## src/rtl/func_bus_pkg.sv

```systemverilog
// Shared definitions for the function-unit bus: flag width, reserved idle code,
// known unit codes and the reader FSM state encoding.
package func_bus_pkg;

  localparam int FLAG_W = 5;

  // No function unit may decode this code, so driving it leaves Y undriven.
  localparam logic [FLAG_W-1:0] IDLE_CODE = 5'b00000;

  // Codes of the function units currently attached to the bus.
  localparam logic [FLAG_W-1:0] FUNC_TRIG_A = 5'b11001;
  localparam logic [FLAG_W-1:0] FUNC_TRIG_B = 5'b11010;
  localparam logic [FLAG_W-1:0] FUNC_TRIG_C = 5'b11100;

  // Reader FSM state encoding.
  localparam logic [1:0] ST_IDLE  = 2'd0;
  localparam logic [1:0] ST_DRIVE = 2'd1;
  localparam logic [1:0] ST_DONE  = 2'd2;

  typedef enum logic [1:0] {
    IDLE  = ST_IDLE,
    DRIVE = ST_DRIVE,
    DONE  = ST_DONE
  } state_e;

  // Counter width able to hold 0..settle, never narrower than one bit.
  function automatic int settleWidth(input int settle);
    return (settle > 0) ? $clog2(settle + 1) : 1;
  endfunction

endpackage

```

## src/rtl/func_table_reader_settle_timer.sv

```systemverilog
// Hold-time counter for one bus vector: counts SETTLE_CYCLES+1 enabled cycles,
// flags the last one with tc_o and then restarts from zero.
module settle_timer #(
  parameter int SETTLE_CYCLES = 2
) (
  input  logic clk_i,
  input  logic rst_i,
  input  logic clear_i,
  input  logic en_i,
  output logic tc_o
);
  import func_bus_pkg::*;

  localparam int            CW   = settleWidth(SETTLE_CYCLES);
  localparam logic [CW-1:0] LAST = CW'(SETTLE_CYCLES);

  logic [CW-1:0] cnt_q;
  logic [CW-1:0] cnt_d;

  assign tc_o = en_i && (cnt_q == LAST);

  // Advance while enabled, wrap on the terminal count, clear takes priority.
  always_comb begin
    cnt_d = cnt_q;
    if (clear_i) begin
      cnt_d = '0;
    end else if (en_i) begin
      cnt_d = tc_o ? '0 : cnt_q + CW'(1);
    end
  end

  // Counter register with synchronous reset.
  always_ff @(posedge clk_i) begin
    if (rst_i) begin
      cnt_q <= '0;
    end else begin
      cnt_q <= cnt_d;
    end
  end

endmodule

```

## src/rtl/func_table_reader.sv

```systemverilog
// Reader for the shared function-unit bus: selects one unit by its flag code,
// walks {A,B,C,D} through 0..15, samples Y per vector and compares the captured
// truth table against the expected one. All outputs come straight from flops.
module func_table_reader #(
  parameter int                             SETTLE_CYCLES = 2,
  parameter logic [func_bus_pkg::FLAG_W-1:0] IDLE_CODE    = func_bus_pkg::IDLE_CODE
) (
  input  logic                             clk_i,
  input  logic                             rst_i,
  input  logic                             start_i,
  input  logic                             abort_i,
  input  logic [func_bus_pkg::FLAG_W-1:0]  func_sel_i,
  input  logic [15:0]                      exp_table_i,
  input  logic                             bus_y_i,
  output logic [func_bus_pkg::FLAG_W-1:0]  flag_o,
  output logic                             a_o,
  output logic                             b_o,
  output logic                             c_o,
  output logic                             d_o,
  output logic                             busy_o,
  output logic                             done_o,
  output logic                             err_o,
  output logic [15:0]                      result_table_o,
  output logic                             mismatch_o
);
  import func_bus_pkg::*;

  state_e state_q, state_d;

  logic [3:0]        idx_q, idx_d;
  logic [FLAG_W-1:0] code_q, code_d;
  logic [15:0]       exp_q, exp_d;
  logic [15:0]       result_q, result_d;
  logic              mismatch_q, mismatch_d;
  logic [FLAG_W-1:0] flag_q, flag_d;
  logic [3:0]        abcd_q, abcd_d;
  logic              busy_q, busy_d;
  logic              done_q, done_d;
  logic              err_q, err_d;

  logic accept;
  logic reject;
  logic aborting;
  logic sampleNow;
  logic tc;

  assign accept    = (state_q == IDLE) && start_i && (func_sel_i != IDLE_CODE);
  assign reject    = (state_q == IDLE) && start_i && (func_sel_i == IDLE_CODE);
  assign aborting  = (state_q == DRIVE) && abort_i;
  // An abort on the last hold cycle wins: that vector is not sampled.
  assign sampleNow = (state_q == DRIVE) && !abort_i && tc;

  settle_timer #(
    .SETTLE_CYCLES(SETTLE_CYCLES)
  ) u_settle_timer (
    .clk_i  (clk_i),
    .rst_i  (rst_i),
    .clear_i(accept || aborting),
    .en_i   ((state_q == DRIVE) && !abort_i),
    .tc_o   (tc)
  );

  // FSM state register.
  always_ff @(posedge clk_i) begin
    if (rst_i) begin
      state_q <= IDLE;
    end else begin
      state_q <= state_d;
    end
  end

  // Next-state logic: terminate only after index 15 has been sampled.
  always_comb begin
    state_d = state_q;
    unique case (state_q)
      IDLE: begin
        if (accept) state_d = DRIVE;
      end
      DRIVE: begin
        if (abort_i) begin
          state_d = IDLE;
        end else if (tc && (idx_q == 4'hF)) begin
          state_d = DONE;
        end
      end
      DONE: begin
        state_d = IDLE;
      end
      default: begin
        state_d = IDLE;
      end
    endcase
  end

  // Output and datapath next values, derived from the upcoming state so the
  // registered outputs line up with the state they describe.
  always_comb begin
    idx_d      = idx_q;
    code_d     = code_q;
    exp_d      = exp_q;
    result_d   = result_q;
    mismatch_d = mismatch_q;

    if (accept) begin
      idx_d    = 4'd0;
      code_d   = func_sel_i;
      exp_d    = exp_table_i;
      result_d = '0;
    end else if (sampleNow) begin
      result_d[idx_q] = bus_y_i;
      idx_d           = idx_q + 4'd1;
    end

    flag_d = (state_d == DRIVE) ? code_d : IDLE_CODE;
    abcd_d = (state_d == DRIVE) ? idx_d : 4'd0;
    busy_d = (state_d == DRIVE) || (state_d == DONE);
    done_d = (state_d == DONE);
    err_d  = reject;

    if (state_d == DONE) begin
      mismatch_d = (result_d != exp_q);
    end
  end

  // Datapath and output registers with synchronous reset.
  always_ff @(posedge clk_i) begin
    if (rst_i) begin
      idx_q      <= 4'd0;
      code_q     <= IDLE_CODE;
      exp_q      <= '0;
      result_q   <= '0;
      mismatch_q <= 1'b0;
      flag_q     <= IDLE_CODE;
      abcd_q     <= 4'd0;
      busy_q     <= 1'b0;
      done_q     <= 1'b0;
      err_q      <= 1'b0;
    end else begin
      idx_q      <= idx_d;
      code_q     <= code_d;
      exp_q      <= exp_d;
      result_q   <= result_d;
      mismatch_q <= mismatch_d;
      flag_q     <= flag_d;
      abcd_q     <= abcd_d;
      busy_q     <= busy_d;
      done_q     <= done_d;
      err_q      <= err_d;
    end
  end

  assign flag_o         = flag_q;
  assign a_o            = abcd_q[3];
  assign b_o            = abcd_q[2];
  assign c_o            = abcd_q[1];
  assign d_o            = abcd_q[0];
  assign busy_o         = busy_q;
  assign done_o         = done_q;
  assign err_o          = err_q;
  assign result_table_o = result_q;
  assign mismatch_o     = mismatch_q;

endmodule

```

## config.mk

```make
export PLATFORM = sky130hd
export DESIGN_NAME = func_table_reader
export DESIGN_NICKNAME = d
export VERILOG_FILES = /design/src/rtl/func_bus_pkg.sv /design/src/rtl/func_table_reader_settle_timer.sv /design/src/rtl/func_table_reader.sv
export SDC_FILE = /design/constraint.sdc
export NUM_CORES = 1
export LEC_CHECK = 0
export CAP_MARGIN = 20
export CORE_MARGIN = 2
export CORE_UTILIZATION = 30
export CTS_CLUSTER_SIZE = 12
export DETAILED_ROUTE_END_ITERATION = 8
export GPL_ROUTABILITY_DRIVEN = 0
export REMOVE_ABC_BUFFERS = 1
export SLEW_MARGIN = 5
export SYNTH_ARGS = -nofsm -noshare
export SYNTH_HDL_FRONTEND = slang
export SYNTH_SLANG_ARGS = --single-unit
```

## constraint.sdc

```tcl
create_clock -name clk_i -period 2.6 [get_ports clk_i]
set_clock_uncertainty 0.1 [all_clocks]
set_input_delay 0.26 -clock clk_i [delete_from_list [all_inputs] [get_ports clk_i]]
set_output_delay 0.26 -clock clk_i [all_outputs]
set_load 0.01 [all_outputs]
```

==> flow_summary.html <==
<table>
<tr><th>Metric</th><th>Value</th></tr>
<tr><th colspan="2">Placed design</th></tr>
<tr><td>Detailed placer's ending HPWL</td><td>approximately 4800 µm</td></tr>
<tr><td>Total placed cells including tap cells</td><td>around 440</td></tr>
<tr><td>Worst slack, placed</td><td>-0.164 ns</td></tr>
<tr><td>Number of buffers inserted by port buffering</td><td>54</td></tr>
<tr><th colspan="2">Yosys</th></tr>
<tr><td>Share of the synthesized area in compound gates (AO/OA/AOI/OAI)</td><td>about 13%</td></tr>
<tr><td>Synthesized-area fraction occupied by xor and xnor cells</td><td>roughly 1.0%</td></tr>
<tr><td>Mux contribution to synthesized area</td><td>under 10%</td></tr>
<tr><td>Total of warnings raised by yosys</td><td>0</td></tr>
<tr><td>Count of flip-flops with a built-in enable after synthesis</td><td>0</td></tr>
<tr><td>Post-synthesis cell area</td><td>around 2500 µm²</td></tr>
<tr><td>Top post-synthesis cells by count</td><td>sky130_fd_sc_hd__dfxtp_1 (58), sky130_fd_sc_hd__nand2_1 (39), sky130_fd_sc_hd__nor2_1 (34), sky130_fd_sc_hd__a21oi_1 (21), sky130_fd_sc_hd__mux2i_1 (16)</td></tr>
<tr><td>FF+latch count, synth</td><td>just under 60</td></tr>
<tr><td>Ys async rst share</td><td>0%</td></tr>
<tr><td>Post-synthesis share of cell area spent on full adders, half adders and majority gates</td><td>roughly 4.4%</td></tr>
<tr><td>Simple-Gate Fraction of Synth Area</td><td>about a quarter</td></tr>
<tr><td>Sequential cell area fraction in the yosys report</td><td>between 40% and 50%</td></tr>
<tr><td>Most frequently used cell type in the post-synthesis netlist</td><td>sky130_fd_sc_hd__dfxtp_1</td></tr>
<tr><td>Top area cells in the synthesized netlist</td><td>sky130_fd_sc_hd__dfxtp_1 (46%), sky130_fd_sc_hd__mux2i_1 (6.3%), sky130_fd_sc_hd__nand2_1 (5.7%), sky130_fd_sc_hd__nor2_1 (5.0%), sky130_fd_sc_hd__ha_1 (4.4%)</td></tr>
<tr><td>Synth unique cells</td><td>50</td></tr>
<tr><td>Leading area contributor after synthesis</td><td>sky130_fd_sc_hd__dfxtp_1</td></tr>
<tr><td>Post-Synthesis Mean Instance Area</td><td>approximately 9.2 µm²</td></tr>
<tr><td>Share of the synthesized area in the top cell type</td><td>45.6%</td></tr>
<tr><td>Instance count of the mapped netlist</td><td>approximately 280</td></tr>
<tr><td>Combinational family with the most area after synthesis</td><td>simple AND/OR/NAND/NOR gates</td></tr>
<tr><td>Flip-flop cell with the highest count after synthesis</td><td>sky130_fd_sc_hd__dfxtp_1</td></tr>
<tr><th colspan="2">Cells and area</th></tr>
<tr><td>Area Growth Syn to Fin</td><td>39.8%</td></tr>
<tr><td>Inserted Diodes</td><td>0</td></tr>
<tr><td>Filler cell count in the final layout</td><td>~820</td></tr>
<tr><td>Final Core Density</td><td>a little over two fifths</td></tr>
<tr><td>Number of non-filler instances in the completed layout</td><td>460</td></tr>
<tr><td>Share of final-layout standard cells stronger than drive strength 1</td><td>between 10% and 20%</td></tr>
<tr><td>Post-layout nets</td><td>around 390</td></tr>
<tr><th colspan="2">Drt</th></tr>
<tr><td>Violation count after the first detailed-routing iteration</td><td>108</td></tr>
<tr><td>Number of iterations in the first detailed-routing pass</td><td>4</td></tr>
<tr><td>Vias after detailed routing</td><td>~2,200</td></tr>
<tr><td>Post-DR wirelength/cell</td><td>~14 µm</td></tr>
<tr><td>Average vias per placed instance</td><td>about 4.8</td></tr>
<tr><td>Post-detailed-routing wire length</td><td>6330 µm</td></tr>
<tr><td>Number of antenna-violating nets in the routed design</td><td>0</td></tr>
<tr><td>Number of DRC violations after detailed routing</td><td>0</td></tr>
<tr><th colspan="2">Job</th></tr>
<tr><td>Number of maximum-capacitance violations</td><td>0</td></tr>
<tr><th colspan="2">Setup path</th></tr>
<tr><td>Worst-path cell chain</td><td>nor4b_4 &gt; nand3_2 &gt; mux2i_1 &gt; o22ai_1 &gt; nor4_2 &gt; a21oi_1 &gt; a211o_1</td></tr>
<tr><td>Nature of the critical path startpoint</td><td>flop</td></tr>
<tr><td>Crit-path max cell delay</td><td>0.47 ns</td></tr>
<tr><td>Slowest CP cell</td><td>sky130_fd_sc_hd__dfxtp_1</td></tr>
<tr><td>Crit path DAT</td><td>roughly 2.5 ns</td></tr>
<tr><td>CP required</td><td>2.72 ns</td></tr>
<tr><td>Crit end category</td><td>flop</td></tr>
<tr><td>Critical path type</td><td>flop to flop</td></tr>
<tr><td>Buffers plus inverters on the worst setup path</td><td>0</td></tr>
<tr><td>Family with the most delay on the worst path</td><td>simple AND/OR/NAND/NOR gates</td></tr>
<tr><td>CP max FO</td><td>7</td></tr>
<tr><th colspan="2">STA</th></tr>
<tr><td>Setup WS post-layout</td><td>~0.23 ns</td></tr>
<tr><td>Final Slew Violations</td><td>0</td></tr>
<tr><td>Period Utilization, post-route</td><td>between 90% and 100%</td></tr>
<tr><td>Setup repair after global routing missed its margin</td><td>no</td></tr>
<tr><td>Final-report setup violation count</td><td>0</td></tr>
<tr><td>Fmax</td><td>421 MHz</td></tr>
<tr><td>Relative slew slack</td><td>about three quarters</td></tr>
<tr><td>Pin slew with the least headroom to its limit</td><td>roughly 0.39 ns</td></tr>
<tr><td>TNS Setup</td><td>0 ns</td></tr>
<tr><td>Clock period minus final worst setup slack</td><td>about 2.4 ns</td></tr>
<tr><td>Hold Fails Final Rpt</td><td>0</td></tr>
<tr><th colspan="2">Hold path</th></tr>
<tr><td>Worst Hold Class</td><td>primary input to flop</td></tr>
<tr><th colspan="2">Clock network</th></tr>
<tr><td>Clk Latency, worst-skew pair</td><td>roughly 0.34 ns</td></tr>
<tr><td>CTS Root Buffer Type</td><td>sky130_fd_sc_hd__clkbuf_8</td></tr>
<tr><td>Clock tree sinks</td><td>58</td></tr>
<tr><td>Clock tree from TritonCTS</td><td>built</td></tr>
<tr><td>Clock-pin slew reported for the worst setup and hold paths after clock tree synthesis</td><td>about 0.070 ns</td></tr>
<tr><td>Max Root-Sink Buffers</td><td>2</td></tr>
<tr><td>Clock H-tree levels</td><td>3</td></tr>
<tr><td>Number of clock buffers inserted by TritonCTS</td><td>9</td></tr>
<tr><td>Number of buffers inserted to repair setup after CTS</td><td>0</td></tr>
<tr><th colspan="2">Power and ir drop</th></tr>
<tr><td>Post-route total power</td><td>2.05 mW</td></tr>
<tr><td>Worst voltage drop across the vdd grid</td><td>0.345 mV</td></tr>
<tr><td>Power density normalized to cell area</td><td>between 500 and 600 nW/µm²</td></tr>
<tr><td>Leakage</td><td>around 1.4 nW</td></tr>
<tr><th colspan="2">GRT</th></tr>
<tr><td>Wire length of the first global-routing pass</td><td>between 10,000 and 15,000 µm</td></tr>
<tr><td>Vias in the first global route</td><td>between 2,000 and 2,500</td></tr>
<tr><td>GR Util All Layers</td><td>~15%</td></tr>
<tr><td>Pin count of the biggest net entering global routing</td><td>23</td></tr>
<tr><td>Number of antenna violations at the first check in global routing</td><td>0</td></tr>
<tr><td>Overflow left after global routing</td><td>0</td></tr>
<tr><th colspan="2">Die</th></tr>
<tr><td>Number of rows created at floorplan</td><td>33</td></tr>
<tr><td>Floorplan die area</td><td>~9200 µm²</td></tr>
<tr><td>Starting utilization of the core area</td><td>31.0%</td></tr>
<tr><td>Height of the die</td><td>just under 100 µm</td></tr>
<tr><td>Io pins</td><td>55</td></tr>
<tr><td>Core region area</td><td>between 8000 and 9000 µm²</td></tr>
<tr><td>Overall die width</td><td>96.1 µm</td></tr>
<tr><th colspan="2">Status</th></tr>
<tr><td>Result of the run</td><td>completed</td></tr>
</table>
## worst min-delay path, delay by kind of cell
| family | cells | cell delay (ns) |
|---|---|---|
| and+or+nand+nor | 1 | 0.05 |
| buffers and inverters | 1 | 0.39 |
| AOI/OAI and AO/OA | 1 | 0.05 |
## placed cells by master, fill, tap and decap left out, drive strengths merged, types with 3 or more instances in the layout
cell type       n
a21oi          21
a22o            4
a22oi           6
and2           10
buf            19
clkbuf         12
clkdlybuf4s50  54
dfxtp          58
ha              9
inv             6
mux2i          18
nand2          39
nand3          15
nor2           34
nor2b           3
nor4            4
o21ai           4
o22ai           4
## per-layer routing
metal | vias to the layer above | GRT usage [%] | routed length [µm]
li1 | 1120 | - | -
met1 | 1022 | 20.5 | 3040
met2 | 42 | 22.5 | 2900
met3 | 11 | 3.05 | 232
met4 | 0 | 8.57 | 156
met5 | - | 0 | 0
## cells by family (layout without fill, tap and decap cells)
kind of cell             count (synthesis)  in the layout
adder cells (fa/ha/maj)                  9              9
AND/OR/NAND/NOR                        124            124
buffers and inverters                   17             95
XOR/XNOR                                 3              3
flip-flops                              58             58
multiplexers                            18             18
AO/OA/AOI/OAI                           48             48
## registers in the layout (all words and copies together) (netlist names), 2 cells and up
signal and flops:
code_q 5, state_q 2, result_table_o 16, exp_q 16
flag_o 5, abcd_q 4, u_settle_timer.cnt_q 2, idx_q 4
## final cells by class
cell class                      count  area [µm²]  share of cell area (%)
Sequential cell                    58        1160                    32.6
Clock inverter                      4        75.1                    2.11
Clock buffer                       12         145                    4.08
Tap cell                          105         131                    3.69
Multi-Input combinational cell    202        1320                    37.0
Inverter                            6        22.5                   0.633
Timing Repair Buffer               73         708                    19.9
## power by group
group	internal (mW)	total [mW]	switching, mW
sequential	0.915	0.939	0.0236
combinational	0.0962	0.182	0.0853
clock	0.566	0.929	0.363
total	1.58	2.05	0.471
## timing repair
item	4_1_cts	5_1_grt
setup endpoints to repair	0	1
endpoints found under the hold margin	0	0
resized for setup	0	1
hold buffers	0	0
## worst paths after layout
check / startpoint / to / slack (ns) / cells after the start
hold / removal: exp_table_i[5] / exp_q[5] / 0.36 / 3
hold reg to reg: code_q[1] / code_q[1] / 0.36 / 2
setup reg to reg: state_q[0] / mismatch_o / 0.23 / 7
setup / recovery: state_q[0] / mismatch_o / 0.23 / 7
## metrics by stage
step                      hold WS, ns  instance area, µm²
after CTS                       0.343                3550
after floorplan                 0.227                2490
after global routing            0.368                3560
final                           0.358                3560
after detailed placement        0.359                3330
after global placement          0.345                3330
No activity file was read; power rests on OpenSTA's default activity.
